==> src/rtl/taint_pkg.sv <==
// Shared constants and helpers for the taint-tracked result path.
// Provides operand/data widths and the occupancy-counter width helper.
package taint_pkg;

  localparam int WIDTH = 4;
  localparam int DW    = 2 * WIDTH;

  // Width able to hold the values 0..depth inclusive.
  function automatic int cnt_w(input int depth);
    return $clog2(depth + 1);
  endfunction

endpackage

==> src/rtl/result_fifo_mem.sv <==
// FIFO storage: DEPTH entries of data plus a 1-bit taint per entry.
// Ports: clk/i_rst, write port (i_we,i_waddr,i_wdata,i_wtaint), comb read (i_raddr -> o_rdata,o_rtaint).
module result_fifo_mem #(
  parameter int DW    = 8,
  parameter int DEPTH = 4,
  parameter int AW    = $clog2(DEPTH)
) (
  input  logic          clk,
  input  logic          i_rst,
  input  logic          i_we,
  input  logic [AW-1:0] i_waddr,
  input  logic [DW-1:0] i_wdata,
  input  logic          i_wtaint,
  input  logic [AW-1:0] i_raddr,
  output logic [DW-1:0] o_rdata,
  output logic          o_rtaint
);

  logic [DW-1:0]    r_mem [DEPTH];
  logic [DEPTH-1:0] r_taint;

  always_ff @(posedge clk) begin
    if (i_we) begin
      r_mem[i_waddr] <= i_wdata;
    end
  end

  // Entry taint is state that must not survive reset.
  always_ff @(posedge clk) begin
    if (i_rst) begin
      r_taint <= '0;
    end else if (i_we) begin
      r_taint[i_waddr] <= i_wtaint;
    end
  end

  assign o_rdata  = r_mem[i_raddr];
  assign o_rtaint = r_taint[i_raddr];

endmodule

==> src/rtl/result_fifo_taint.sv <==
// Result FIFO with 1-bit taint shadows on every functional signal.
// Ports: in_* enqueue side, out_* dequeue side, full/count/overflow status, each with a *_t taint.
module result_fifo_taint #(
  parameter int WIDTH   = taint_pkg::WIDTH,
  parameter int DEPTH   = 4,
  parameter bit PRECISE = 1'b1
) (
  input  logic                     clk,
  input  logic                     rst,
  input  logic                     in_valid,
  input  logic                     in_valid_t,
  input  logic [2*WIDTH-1:0]       in_data,
  input  logic                     in_data_t,
  input  logic                     out_ready,
  input  logic                     out_ready_t,
  output logic                     out_valid,
  output logic                     out_valid_t,
  output logic [2*WIDTH-1:0]       out_data,
  output logic                     out_data_t,
  output logic                     full,
  output logic                     full_t,
  output logic [$clog2(DEPTH+1)-1:0] count,
  output logic                     count_t,
  output logic                     overflow,
  output logic                     overflow_t
);

  import taint_pkg::*;

  localparam int DW = 2 * WIDTH;
  localparam int AW = $clog2(DEPTH);
  localparam int CW = cnt_w(DEPTH);

  logic [AW-1:0] r_wr_ptr;
  logic [AW-1:0] r_rd_ptr;
  logic [CW-1:0] r_count;
  logic          r_ovf;
  logic          r_ctrl_t;
  logic          r_ovf_t;

  logic          w_valid;
  logic          w_full;
  logic          w_enq;
  logic          w_deq;
  logic [DW-1:0] w_rdata;
  logic          w_rtaint;
  logic          w_ctrl_t_nx;
  logic          w_ovf_t_nx;

  assign w_valid = (r_count != '0);
  assign w_full  = (r_count == CW'(DEPTH));
  assign w_enq   = in_valid & ~w_full;
  assign w_deq   = w_valid & out_ready;

  result_fifo_mem #(
    .DW    (DW),
    .DEPTH (DEPTH),
    .AW    (AW)
  ) u_mem (
    .clk      (clk),
    .i_rst    (rst),
    .i_we     (w_enq),
    .i_waddr  (r_wr_ptr),
    .i_wdata  (in_data),
    .i_wtaint (in_data_t),
    .i_raddr  (r_rd_ptr),
    .o_rdata  (w_rdata),
    .o_rtaint (w_rtaint)
  );

  // Precise mode ignores a tainted request that cannot move state:
  // enqueue into a full FIFO, or ready while empty.
  always_comb begin
    w_ctrl_t_nx = r_ctrl_t | in_valid_t | out_ready_t;
    w_ovf_t_nx  = r_ovf_t | in_valid_t | r_ctrl_t;
    if (PRECISE) begin
      w_ctrl_t_nx = r_ctrl_t
                  | (in_valid_t & (~w_full | r_ctrl_t))
                  | (out_ready_t & (w_valid | r_ctrl_t));
      w_ovf_t_nx  = r_ovf_t
                  | (in_valid_t & (w_full | r_ctrl_t))
                  | r_ctrl_t;
    end
  end

  always_ff @(posedge clk) begin
    if (rst) begin
      r_wr_ptr <= '0;
      r_rd_ptr <= '0;
      r_count  <= '0;
      r_ovf    <= 1'b0;
      r_ctrl_t <= 1'b0;
      r_ovf_t  <= 1'b0;
    end else begin
      if (w_enq) r_wr_ptr <= r_wr_ptr + 1'b1;
      if (w_deq) r_rd_ptr <= r_rd_ptr + 1'b1;
      unique case ({w_enq, w_deq})
        2'b10:   r_count <= r_count + 1'b1;
        2'b01:   r_count <= r_count - 1'b1;
        default: r_count <= r_count;
      endcase
      if (in_valid & w_full) r_ovf <= 1'b1;
      r_ctrl_t <= w_ctrl_t_nx;
      r_ovf_t  <= w_ovf_t_nx;
    end
  end

  assign out_valid   = w_valid;
  assign full        = w_full;
  assign count       = r_count;
  assign overflow    = r_ovf;
  assign out_data    = w_valid ? w_rdata : '0;
  assign out_valid_t = r_ctrl_t;
  assign full_t      = r_ctrl_t;
  assign count_t     = r_ctrl_t;
  assign out_data_t  = r_ctrl_t | (w_valid & w_rtaint);
  assign overflow_t  = r_ovf_t;

endmodule

==> config.mk <==
export PLATFORM = sky130hd
export DESIGN_NAME = result_fifo_taint
export DESIGN_NICKNAME = d
export VERILOG_FILES = /design/src/rtl/taint_pkg.sv /design/src/rtl/result_fifo_mem.sv /design/src/rtl/result_fifo_taint.sv
export SDC_FILE = /design/constraint.sdc
export NUM_CORES = 1
export LEC_CHECK = 0
export CORE_MARGIN = 3
export CORE_UTILIZATION = 40
export CTS_CLUSTER_DIAMETER = 80
export CTS_CLUSTER_SIZE = 28
export DETAILED_ROUTE_END_ITERATION = 6
export PLACE_DENSITY = 0.66
export SYNTH_ARGS = -nofsm -noshare
export SYNTH_HDL_FRONTEND = slang
export SYNTH_SLANG_ARGS = --single-unit
==> constraint.sdc <==
create_clock -name clk -period 2 [get_ports clk]
set_input_delay 0.2 -clock clk [delete_from_list [all_inputs] [get_ports clk]]
set_output_delay 0.2 -clock clk [all_outputs]
set_load 0.02 [all_outputs]
==> impl_metrics.tcl, run 1 <==
set metrics [dict create \
    status "completed" \
    setup_viol 0 \
    synth_nets 153 \
    track_usage_pct 13.9 \
    synth_top_family_by_area "multiplexers" \
    synth-simple-area-share_pct 10.2 \
    final_common_cell "edfxtp_1" \
    rsz0062_at_grt "yes" \
    die-area_mm2 0.00587 \
    root_buffer "clkbuf_8" \
    core_mm2 0.00475 \
    internal_power_uw 2120 \
    antenna_found_initial 0 \
    fin_hold_ws_ns 0.490 \
    slew_headroom_pct 65.2 \
    syn_area_per_cell_um2 15.1 \
    gp_congestion 0.840 \
    fin_util_pct 54.5 \
    stdcell_count 245 \
    yosysSeqAreaShare_pct 64.3 \
    grt_pass1_wl_um 6340 \
    synth_top_cell_area_share_pct 48.2 \
    cts_buffers 5 \
    irDropWorstVdd_uv 696 \
    dp_cells 236 \
    rows 25 \
    syn_inst 132 \
    antenna_left 0 \
    ff2ff_setup_slack_ns 0.007 \
    reg2reg_to "count[2]" \
    max_cap_violations 0 \
    worst_setup_path_end_kind "register" \
    min_to "u_mem.r_taint[1]" \
    p_sw_share_pct 33.5 \
    die_w_um 76.6 \
    criticalPathCategory "register to register" \
    fillCellCount 408 \
    path_cells "buf_4 > or3_4 > and2_4 > ha_4 > inv_2 > fa_2 > xor2_1 > or3_1 > a21oi_2" \
    wire_per_inst_um 15.4 \
    drive_above_1_share_pct 26.4 \
    vias 1176 \
    synth_top_cell_by_area "edfxtp_1" \
    worst_ep_required_time_ns 2.22 \
    worst_hold_startpoint "u_mem.r_taint[1]" \
    p_sw_uw 1070 \
    yosys-top-cells-area "edfxtp_1, dfxtp_1, mux4_2, ha_1, and2_1" \
    grt_max_degree 17 \
    fmax_mhz 502 \
    cts-htree-levels 2 \
    drtIter0Drc 43 \
    final-max-slew-violation-count 0 \
    holdPathStages 2 \
    seqPwrFrac_pct 39.6 \
    cts_tree "done" \
    rr_worst_depth 9 \
    power_leakage_uw 0.000923 \
    finalNetCount 198 \
    clkTransAtPathRegs_ns 0.08 \
    period_share_pct 99.7 \
    start_util_pct 41.9 \
    slowest_stage "or3_4" \
    num_antenna_cells 0 \
    area_delta_synth_final_pct 30.1 \
    ys_ff_latch 48 \
    min_period_ns 1.99 \
    pwr_density_cell_mw_per_mm2 1230 \
    gr-total-overflow 0 \
    hold_buffers 0 \
    yosysWarnings 0 \
    clk_latency_ns 0.30 \
    synth_cell_types 27 \
    hpwlAfterDp_um 2660 \
    total_power_uw 3190 \
    route.detailed.drc 0 \
    syn_area_mm2 0.00199 \
    report.final.hold_viol_count 0 \
    min_path_type "register to register" \
    synthMuxAreaShare_pct 12.2 \
    clock_skew_ns 0.00783 \
    synth_fa_ha_area_share_pct 4.14 \
    clkSinkCount 48 \
    place_area_mm2 0.00249 \
    synth-xor-area-share_pct 1.32 \
    cp_data_arrival_time_ns 2.21 \
    critPathLaunchType "register" \
    synth_compound_area_share_pct 4.39 \
    die_h_um 76.6 \
    via_per_inst 4.80 \
    fin_area_mm2 0.00259 \
    r2r_start "count[0]" \
    worstMarginPinSlew_ns 0.520 \
    clockBufferDepth 2 \
    comb_power_share_pct 42.8 \
    first_global_vias 1316 \
    cpPeakStageDelay_ns 0.38 \
    ios 34 \
    layout_common_cells "edfxtp_1, clkdlybuf4s50_1, dfxtp_1" \
    io_buffer_count 33 \
    drtPass1Iterations 4 \
    worstPathMaxFanout 2 \
    pwr-share-clk_pct 17.6 \
    wirelength_um 3780 \
]
cells in the mapped netlist (all sizes together):
cell and instances:
o21ai 3, xor2 3, a21oi 5, and2 9, nor2 8, dfxtp 16, or3 2, ha 5
a211oi 1, mux4 9, nand2b 6, nand3 3, buf 4, and3 4, a21o 3, a221oi 1
fa 1, o311ai 1, nand2 1, edfxtp 32, inv 6, or3b 1, clkbuf 4, mux2i 4
power by group through the flow:
stage / Combinational (µW) / Sequential (µW) / Clock, µW
detailed placement: 1390 / 1280 / 0
finish: 1370 / 1260 / 561
global route: 1470 / 1280 / 610
global placement: 1370 / 1270 / 0
floorplan: 746 / 1320 / 0
CTS: 1390 / 1260 / 574
layout make-up:
cell class,count,area [µm²],share of cell area [%]
sequential,48,1290,49.8
clock buffer,5,68.8,2.65
inverter,6,22.5,0.869
multi-input combinational,70,682,26.3
timing repair buffer,46,427,16.5
tap,67,83.8,3.23
clock inverter,3,18.8,0.724
critical path: cells and delay by family, from the launching register on:
family                     cells  cell delay [ns]
adders and majority gates      2             0.34
xor gates and xnor gates       1             0.07
DFF                            1             0.34
buffers and inverters          2             0.19
AOI/OAI and AO/OA              1             0.12
and+or+nand+nor                3             0.86
cell families (layout without fill, tap and decap cells):
kind of cell / Yosys count / after routing
AO/OA/AOI/OAI: 14 / 14
XOR/XNOR: 3 / 3
adder cells (fa/ha/maj): 6 / 6
buffers and inverters: 14 / 60
flip-flops: 48 / 48
multiplexers: 13 / 13
AND/OR/NAND/NOR: 34 / 34
state kept, by name, indices dropped and copies added, names as in the netlist, named ones only:
name and cells:
count 3, count_t 1, overflow 1, overflow_t 1
r_rd_ptr 2, r_wr_ptr 2, u_mem.r_mem 32, u_mem.r_taint 4
worst max path at each step:
stage,start,end,slack (ns),cells past startpoint
finish,count[0],count[2],0.007,9
global route,count[0],count[2],-0.06,8
CTS,count[1],count[2],-0.04,8
detailed placement,out_ready,count[2],-0.09,8
global placement,out_ready,count[2],-0.005,8
floorplan,count[1],count[2],-0.1,9
routing by layer:
layer	global-route usage [%]	wire [µm]	up-vias
met5	0	0	-
met4	7.25	99	0
met3	3.43	214	9
met2	24.3	1910	36
met1	15.8	1560	560
li1	-	-	571
repair_timing:
item | in CTS | in global routing
endpoints found under the setup margin | 13 | 5
gates resized for setup | 25 | 4
pin swaps | 7 | 2
setup buffers | 1 | 0
stage by stage:
step / worst slack [ns] / setup TNS, ns
final: 0.00654 / 0
after global routing: -0.0577 / -0.0577
after CTS: -0.0439 / -0.0439
after detailed placement: -0.0948 / -0.0948
after global placement: -0.00485 / -0.00485
after floorplan: -0.0955 / -0.0955
(Power assumes the default switching activity.)
==> run 2, diff against run 1 <==
--- a/config.mk
+++ b/config.mk
@@ -5,12 +5,12 @@
 export SDC_FILE = /design/constraint.sdc
 export NUM_CORES = 1
 export LEC_CHECK = 0
-export CORE_MARGIN = 3
-export CORE_UTILIZATION = 40
+export CORE_MARGIN = 4
+export CORE_UTILIZATION = 47
 export CTS_CLUSTER_DIAMETER = 80
 export CTS_CLUSTER_SIZE = 28
 export DETAILED_ROUTE_END_ITERATION = 6
-export PLACE_DENSITY = 0.66
+export PLACE_DENSITY = 0.76
 export SYNTH_ARGS = -nofsm -noshare
 export SYNTH_HDL_FRONTEND = slang
 export SYNTH_SLANG_ARGS = --single-unit
==> impl_metrics.tcl, run 2 (synthesized netlist as in run 1, its figures left out) <==
set metrics [dict create \
    grt_util_met2_pct 29.8 \
    fmax_mhz 490 \
    pwr_density_cell_mw_per_mm2 1290 \
    track_usage_pct 16.4 \
    start_util_pct 49.1 \
    setup_viol 1 \
    regArea_mm2 0.00129 \
    die_h_um 73.1 \
    gp_congestion 0.941 \
    multi_input_area_um2 682 \
    grt_util_met3_pct 4.41 \
    worst_ep_required_time_ns 2.22 \
    holdPathStages 2 \
    hold_buffers 0 \
    place_area_mm2 0.00247 \
    final-max-slew-violation-count 0 \
    rr_worst_depth 8 \
    clkTransAtPathRegs_ns 0.08 \
    wire_per_inst_um 17.3 \
    use_met1_pct 18.3 \
    worstMarginPinSlew_ns 0.510 \
    largest_register_ffs 32 \
    fin_util_pct 63.0 \
    drtIter0Drc 38 \
    min_period_ns 2.04 \
    period_share_pct 102 \
    first_global_vias 1313 \
    fin_area_mm2 0.00256 \
    cp_data_arrival_time_ns 2.26 \
    area_delta_synth_final_pct 28.3 \
    fillCellCount 319 \
    drtPass1Iterations 4 \
    layout_common_cells "edfxtp_1, clkdlybuf4s50_1, dfxtp_1" \
    regMostFlops "u_mem.r_mem" \
    slew_headroom_pct 65.9 \
    ios 34 \
    rows 23 \
    drive_above_1_share_pct 29.9 \
    route.detailed.drc 0 \
    finalNetCount 197 \
    max_cap_violations 0 \
    die-area_mm2 0.00535 \
    clockBufferDepth 2 \
    report.final.hold_viol_count 0 \
    wirelength_um 3920 \
    die_w_um 73.1 \
    total_power_uw 3300 \
    cts_tree "done" \
    gr-total-overflow 0 \
    power_leakage_uw 0.000934 \
    clock_skew_ns 0.00502 \
    rsz0062_at_grt "yes" \
    grt_pass1_wl_um 6450 \
    clk_latency_ns 0.30 \
    core_mm2 0.00406 \
    ff2ff_setup_slack_ns -0.04 \
    via_per_inst 5.22 \
    root_buffer "clkbuf_8" \
    worstPathMaxFanout 3 \
    worst_setup_path_end_kind "register" \
    io_buffer_count 33 \
    hpwlAfterDp_um 2800 \
    critPathLaunchType "register" \
    cts-htree-levels 2 \
    top_usage_layer "met2" \
    antenna_left 0 \
    grt_max_degree 17 \
    criticalPathCategory "register to register" \
    num_antenna_cells 0 \
    antenna_found_initial 0 \
    irDropWorstVdd_uv 898 \
    final_common_cell "edfxtp_1" \
    clkSinkCount 48 \
    violations "setup timing" \
    vias 1185 \
    min_path_type "register to register" \
    setup_slack_ns -0.0402 \
    cts_buffers 5 \
    status "finished, violations left" \
]
run 2: cell types whose count changed in the layout (fill, tap and decap cells not counted):
cell / previous run / this run
buf_4: 11 / 10
clkdlybuf4s15_1: 6 / 0
clkbuf_2: 3 / 9
clkinvlp_4: 2 / 1
clkinv_1: 1 / 0
bufinv_16: 0 / 1
clkinv_2: 0 / 1
run 2: power breakdown:
part           leakage, µW  switching [µW]  total [µW]  internal, µW
sequential        0.000426            74.5        1270          1200
combinational     0.000453             697        1350           652
clock            0.0000541             314         684           370
run 2: worst paths after layout:
path                                        from                to
worst max-delay path                    count[0]          count[2]
worst min register to register  u_mem.r_taint[2]  u_mem.r_taint[2]
worst min-delay path            u_mem.r_taint[2]  u_mem.r_taint[2]
worst max register to register          count[0]          count[2]
run 2: cell type report:
class,instances,share of cell area (%)
Clock buffer,5,2.69
Tap cell,50,2.45
Inverter,6,0.881
Timing Repair Buffer,45,15.2
Clock inverter,3,1.66
Multi-Input combinational cell,70,26.7
Sequential cell,48,50.4
run 2: routing by layer:
layer	part of all wire [%]	vias up
met5	0	-
met1	41	571
met2	51	33
met4	1.5	0
met3	5.7	8
li1	-	573
run 2: timing repair:
action | in CTS | in global routing
pin swaps | 2 | 2
setup endpoints to repair | 13 | 11
setup buffers | 0 | 1
gates resized for setup | 23 | 12
run 2: metrics by stage:
step | cells | setup slack, ns | setup TNS [ns] | hold WS [ns]
6_report | 227 | -0.0402 | -0.0402 | 0.488
5_1_grt | 227 | -0.110 | -0.131 | 0.509
4_1_cts | 226 | -0.0282 | -0.0305 | 0.490
3_5_place_dp | 218 | -0.0974 | -0.135 | 0.460
3_3_place_gp | 218 | -0.00154 | -0.00154 | 0.458
2_1_floorplan | 132 | -0.0955 | -0.0955 | 0.299
run 2: worst max-delay path: stages (launching register included):
cell	delay [ns]
dfxtp_2	0.34
or3b_4	0.42
nand2_4	0.09
ha_4	0.13
inv_2	0.03
fa_2	0.34
xor2_1	0.16
or3_1	0.33
a21oi_2	0.12
